--- src/rtl/alu_pkg.sv ---
// Shared ALU definitions: opcode codes, status-flag bit positions and the
// writeback sequencer state encoding.
package alu_pkg;

    localparam logic [2:0] OP_ADD  = 3'b000;
    localparam logic [2:0] OP_SUB  = 3'b001;
    localparam logic [2:0] OP_MOVE = 3'b010;
    localparam logic [2:0] OP_SWAP = 3'b011;
    localparam logic [2:0] OP_AND  = 3'b100;
    localparam logic [2:0] OP_OR   = 3'b101;

    localparam int FLAG_N = 2;
    localparam int FLAG_Z = 1;
    localparam int FLAG_V = 0;

    typedef enum logic [1:0] {
        ST_IDLE  = 2'd0,
        ST_WR_LO = 2'd1,
        ST_WR_HI = 2'd2
    } wb_state_e;

    // The two unassigned codes decode as OR, so they never start a two-write sequence.
    function automatic logic [2:0] norm_op(input logic [2:0] op);
        return (op[2:1] == 2'b11) ? OP_OR : op;
    endfunction

endpackage

--- src/rtl/alu_result_writeback.sv ---
// Sequences ALU results into the single-port register file and the status-flag
// register; SWAP is split into a lo write followed by a hi write.
module alu_result_writeback
    import alu_pkg::*;
#(
    parameter int DATA_W     = 16,
    parameter int REG_ADDR_W = 4,
    parameter int R0_IS_ZERO = 1
) (
    input  logic                    clk,
    input  logic                    rst_n,
    input  logic                    in_valid,
    output logic                    in_ready,
    input  logic [2*DATA_W-1:0]     in_result,
    input  logic [2:0]              in_op,
    input  logic [REG_ADDR_W-1:0]   in_rd1,
    input  logic [REG_ADDR_W-1:0]   in_rd2,
    input  logic                    in_n,
    input  logic                    in_z,
    input  logic                    in_v,
    input  logic                    in_flag_we,
    output logic                    rf_we,
    output logic [REG_ADDR_W-1:0]   rf_waddr,
    output logic [DATA_W-1:0]       rf_wdata,
    output logic [2:0]              flags,
    output logic                    busy
);

    wb_state_e               state, state_nxt;
    logic [2:0]              held_op;
    logic [DATA_W-1:0]       held_hi;
    logic [REG_ADDR_W-1:0]   held_rd2;

    logic                    we_nxt;
    logic [REG_ADDR_W-1:0]   waddr_nxt;
    logic [DATA_W-1:0]       wdata_nxt;
    logic [2:0]              flags_nxt;
    logic                    hi_pending;
    logic                    accept;

    // Address 0 is a hardwired zero register when R0_IS_ZERO is set.
    function automatic logic wr_ok(input logic [REG_ADDR_W-1:0] addr);
        return (R0_IS_ZERO == 0) || (addr != '0);
    endfunction

    assign hi_pending = (state == ST_WR_LO) && (held_op == OP_SWAP);
    assign in_ready   = !hi_pending;
    assign busy       = hi_pending;
    assign accept     = in_valid && in_ready;

    always_ff @(posedge clk or negedge rst_n) begin
        if (!rst_n) begin
            state    <= ST_IDLE;
            rf_we    <= 1'b0;
            rf_waddr <= '0;
            rf_wdata <= '0;
            flags    <= 3'b000;
        end else begin
            state    <= state_nxt;
            rf_we    <= we_nxt;
            rf_waddr <= waddr_nxt;
            rf_wdata <= wdata_nxt;
            flags    <= flags_nxt;
        end
    end

    always_comb begin
        state_nxt = ST_IDLE;
        we_nxt    = 1'b0;
        waddr_nxt = rf_waddr;
        wdata_nxt = rf_wdata;
        flags_nxt = flags;
        if (accept) begin
            state_nxt = ST_WR_LO;
            we_nxt    = wr_ok(in_rd1);
            waddr_nxt = in_rd1;
            wdata_nxt = in_result[DATA_W-1:0];
            if (in_flag_we) begin
                flags_nxt[FLAG_N] = in_n;
                flags_nxt[FLAG_Z] = in_z;
                flags_nxt[FLAG_V] = in_v;
            end
        end else if (hi_pending) begin
            state_nxt = ST_WR_HI;
            we_nxt    = wr_ok(held_rd2);
            waddr_nxt = held_rd2;
            wdata_nxt = held_hi;
        end
    end

    always_ff @(posedge clk or negedge rst_n) begin
        if (!rst_n) begin
            held_op  <= OP_ADD;
            held_hi  <= '0;
            held_rd2 <= '0;
        end else if (accept) begin
            held_op  <= norm_op(in_op);
            held_hi  <= in_result[2*DATA_W-1:DATA_W];
            held_rd2 <= in_rd2;
        end
    end

endmodule

--- config.mk ---
export PLATFORM = sky130hd
export DESIGN_NAME = alu_result_writeback
export DESIGN_NICKNAME = d
export VERILOG_FILES = /design/src/rtl/alu_pkg.sv /design/src/rtl/alu_result_writeback.sv
export SDC_FILE = /design/constraint.sdc
export NUM_CORES = 1
export LEC_CHECK = 0
export CAP_MARGIN = 30
export CORE_UTILIZATION = 45
export CTS_CLUSTER_DIAMETER = 50
export DETAILED_ROUTE_END_ITERATION = 7
export PLACE_DENSITY = 0.76
export SKIP_LAST_GASP = 1
export SLEW_MARGIN = 20
export SYNTH_ARGS = -nofsm -noshare
export SYNTH_HDL_FRONTEND = slang
export SYNTH_SLANG_ARGS = --single-unit
--- constraint.sdc ---
create_clock -name clk -period 1.9 [get_ports clk]
set_input_delay 0.38 -clock clk [delete_from_list [all_inputs] [get_ports clk]]
set_output_delay 0.38 -clock clk [all_outputs]
set_load 0.02 [all_outputs]
# ---- Yosys cells after proc, flatten, opt, wreduce, memory -nomap -nowiden
# Index checks and enable logic that the tools add are counted.
dict set report word_totals {
  word_cells 27
  input_bits 50
  regBits 49
  out_inout_bits 26
}
dict set report op_classes {
  mux 9
  n_reduce_logical 7
  n_eq_ne 3
}
# cell n
set ops {}
lappend ops {{16-bit two-way mux} 2}
lappend ops {{4-bit two-way mux} 2}
lappend ops {{4-bit nonzero test} 2}
lappend ops {{2-bit two-way mux} 2}
lappend ops {{3-bit by 2-bit equality test with 1-bit output, second input constant} 1}
lappend ops {{3-bit two-way mux} 1}
lappend ops {{2-bit by 1-bit equality test with 1-bit output, second input constant} 1}
lappend ops {{2-bit equality test, second input constant} 1}
lappend ops {{1-bit logical AND} 2}
lappend ops {{1-bit two-way mux} 2}
lappend ops {{2-bit AND reduction} 1}
lappend ops {{2-bit nonzero test} 1}
lappend ops {{1-bit logical NOT} 1}

# ---- Longest topological paths before layout
dict set report depth {
  depth_word 5
  ltp_mapped 5
}

# ---- Least setup slack after synthesis
# OpenSTA, ideal clock, no wires.
dict set report synth_path {
  path_kind {register to output}
  startpoint {register held_op[2]}
  endpoint {output port in_ready}
  path_stages_with_launch 5
  path_buffers 2
  t_arrival_ps 1043
  t_required_ps 1520
  setup_slack_ps 477
  path_cell_list {dfrtp_1 -> nand2b_1 -> or2_1 -> buf_6 -> buf_6}
}
dict set report synth_between {
  elab_chain_cells 3
}
# item line
set synth_rtl {}
lappend synth_rtl {{start: declaration} alu_result_writeback.sv:30} ;# logic [2:0] held_op;
lappend synth_rtl {{start signal: assignment} alu_result_writeback.sv:97} ;# held_op <= norm_op(in_op);
lappend synth_rtl {{3-bit by 2-bit equality test with 1-bit output} alu_result_writeback.sv:46} ;# assign hi_pending = (state == ST_WR_LO) && (held_op == OP_SWAP);
lappend synth_rtl {{1-bit logical AND} alu_result_writeback.sv:46}
lappend synth_rtl {{1-bit logical NOT} alu_result_writeback.sv:47} ;# assign in_ready = !hi_pending;
lappend synth_rtl {{end: declaration} alu_result_writeback.sv:13} ;# output logic in_ready,
# Every way passes these cells.

# ---- Worst setup path after layout
dict set report layout_path {
  startpoint {register state[1]}
  endpoint {output port in_ready}
}
dict set report layout_between {
  elab_chain_cells 3
}
# item line
set layout_rtl {}
lappend layout_rtl {{start: declaration} alu_result_writeback.sv:29} ;# wb_state_e state, state_nxt;
lappend layout_rtl {{start signal: assignment} alu_result_writeback.sv:59} ;# state <= state_nxt;
lappend layout_rtl {{2-bit by 1-bit equality test with 1-bit output} alu_result_writeback.sv:46}
lappend layout_rtl {{1-bit logical AND} alu_result_writeback.sv:46}
lappend layout_rtl {{1-bit logical NOT} alu_result_writeback.sv:47}
# Every way passes these cells.

==> impl_metrics.toml <==
[sta]
rsz0062_at_grt = "no"
fin_setup_tns_ns = 0
holdWs_ns = 0.503
clock.fmax_ghz = 0.543
period_needed_ns = 1.84
finalHoldViolations = 0
fin_skew_ns = 0.00860
worst_pin_slew_ns = 0.371
final.setup.worst_slack_ns = 0.0600
setup_viol = 0
min_period_over_period = 0.968
slew_headroom = 0.753
final_max_slew_viol_count = 0

[final_layout]
nets = 295
final_cell_mix = "clkdlybuf4s50_1 (72), dfrtp_1 (49), mux2i_1 (21)"
areaGrowthSynthToFinish_pct = 43.2
drive_above_1_share = 0.236
final_area_um2 = 3110
final_common_cell = "clkdlybuf4s50_1"
fin_util = 0.691
fin_cells = 298
diodes = 0

[logic_synthesis]
synth-seq-cells = 49
synth_top_flop_cell = "dfrtp_1"
syn_nets = 214
muxShareOfSynthArea = 0.216
synth_top_area_frac = 0.564
yosys.area_share.adder = 0
synth_xor_area_frac = 0
synth-warning-count = 0
synth_edf_count = 0
synth_cell_types = 25
synth-simple-area-share = 0.0691
syn_inst = 164
synth.largest_area_cell = "dfrtp_1"
synth_top_family_by_area = "multiplexers"
yosysSeqAreaShare = 0.564
synth-compound-area-share = 0.100
synth_area_um2 = 2170
async_flop_share = 1.00
netlist_top_cells_area = "dfrtp_1 (56%), mux2_2 (9.8%), mux2i_1 (9.7%), a21oi_2 (6.9%), nor3_1 (4.6%)"
avgSynthCellArea_um2 = 13.3

[routing]
drt_first_iter_violations = 65
vias_per_cell = 5.39
wire_per_inst_um = 17.1
drc_errors = 0
dr_total_vias = 1606
ant_nets = 0
routed_wl_mm = 5.09
dr.pass1.iters = 4

[die]
io_pins = 76
fp.dieH_um = 71.5
coreArea_um2 = 4500
chipWidth_um = 71.5
die-area_um2 = 5110
start_util = 0.482
rows = 24

[critical_path]
crit_type = "reg2out"
cp-end-kind = "output port"
cp.arrival_ns = 1.46
crit_fanout = 4
cp-start-kind = "register"
critPathRequiredTime_ns = 1.52

[global_route]
overflow = 0
grt_pass1_vias = 1720
grt_max_degree = 35
grt_util_all_layers = 0.215
antenna_found_initial = 0
grt_pass1_wl_mm = 8.31

[clocking]
numCtsBuffers = 5
cts.clk_slew.worst_paths_ns = 0.08
h-tree-depth = 2
clk-insertion-delay-late_ns = 0.30
cts-root-buf = "clkbuf_8"
clock_sinks = 49
cts_tree = "done"
clk_path_buf_depth = 2

[pwr]
sw_frac_of_total = 0.276
p_sw_uw = 775
ir_drop_mv = 0.529
pwr-share-seq = 0.457
p_leak_nw = 1.32
power_mw = 2.81
power_density_nw_per_um2 = 902
power.share.clock = 0.272
comb_power_share = 0.271
p_int_mw = 2.03

[placement]
place_congestion = 0.764
place_inst = 289
place_hpwl_mm = 3.73
dpl_worst_slack_ns = 0.0798
io_buffer_count = 75
place_area_um2 = 2990

[job]
drv_cap = 0

[min_path]
hp-class = "reg2reg"

[outcome]
outcome = "completed"
==> layer usage <==
layer / part of all wire / vias to the layer above / track usage / routed length, um
li1: - / 748 / - / -
met1: 0.43 / 801 / 0.270 / 2180
met2: 0.51 / 48 / 0.375 / 2620
met3: 0.042 / 9 / 0.0408 / 212
met4: 0.015 / 0 / 0.0719 / 78
met5: 0 / - / 0 / 0
==> power by group through the flow <==
stage	clock, mW	combinational, mW	sequential, mW
5_1_grt	0.806	0.810	1.30
6_report	0.764	0.761	1.28
2_1_floorplan	0	0.286	1.40
3_5_place_dp	0	0.765	1.30
3_3_place_gp	0	0.747	1.29
4_1_cts	0.769	0.768	1.28
==> registers in the layout, summed over array words and instances (netlist names) <==
signal / flops
rf_wdata: 16
flags: 3
held_hi: 16
state: 2
rf_we: 1
held_rd2: 4
held_op: 3
rf_waddr: 4
==> final timing paths <==
kind	start	endpoint	slack [ns]	cells after the start
min reg2reg	held_hi[5]$_DFFE_PN0P_	held_hi[5]$_DFFE_PN0P_	0.50	1
max reg2reg	state[1]$_DFF_PN0_	held_hi[7]$_DFFE_PN0P_	0.28	5
min	held_hi[5]$_DFFE_PN0P_	held_hi[5]$_DFFE_PN0P_	0.50	1
min in group asynchronous	rst_n	held_hi[14]$_DFFE_PN0P_	0.53	2
max in group asynchronous	rst_n	held_hi[0]$_DFFE_PN0P_	0.86	3
max	state[1]$_DFF_PN0_	in_ready	0.06	3
==> cell type report <==
| class | count | area (um2) |
|---|---|---|
| fillers | 332 | 1390 |
| flip-flops and latches | 49 | 1230 |
| repair buffers | 86 | 850 |
| multi-input cells | 98 | 837 |
| clock buffers | 7 | 86.3 |
| well taps | 52 | 65.1 |
| clock inverters | 1 | 30.0 |
| inverters | 5 | 18.8 |
==> timing repair <==
item | in CTS | in global routing
hold buffers | 1 | 0
hold endpoints to repair | 15 | 0
gates resized for setup | 2 | 2
setup buffers | 0 | 0
endpoints found under the setup margin | 2 | 1
cloned | 0 | 0
==> cell usage after synthesis, types with 2 or more instances <==
cell	instances
a21oi_1	4
a21oi_2	17
buf_4	2
buf_6	5
clkbuf_1	4
dfrtp_1	49
inv_1	4
mux2_1	4
mux2_2	19
mux2i_1	21
nand2_1	2
nor3_1	20
==> cells by family after synthesis <==
logic type / Yosys count
AO/OA/AOI/OAI: 27
flip-flops: 49
buffers and inverters: 17
multiplexers: 44
AND/OR/NAND/NOR: 27
==> critical path, cell delays in order, from the launching register on <==
cell	delay (ns)
dfrtp_1	0.39
nand3b_4	0.16
or2_1	0.28
dlygate4sd2_1	0.34
(Power assumes the default switching activity.)
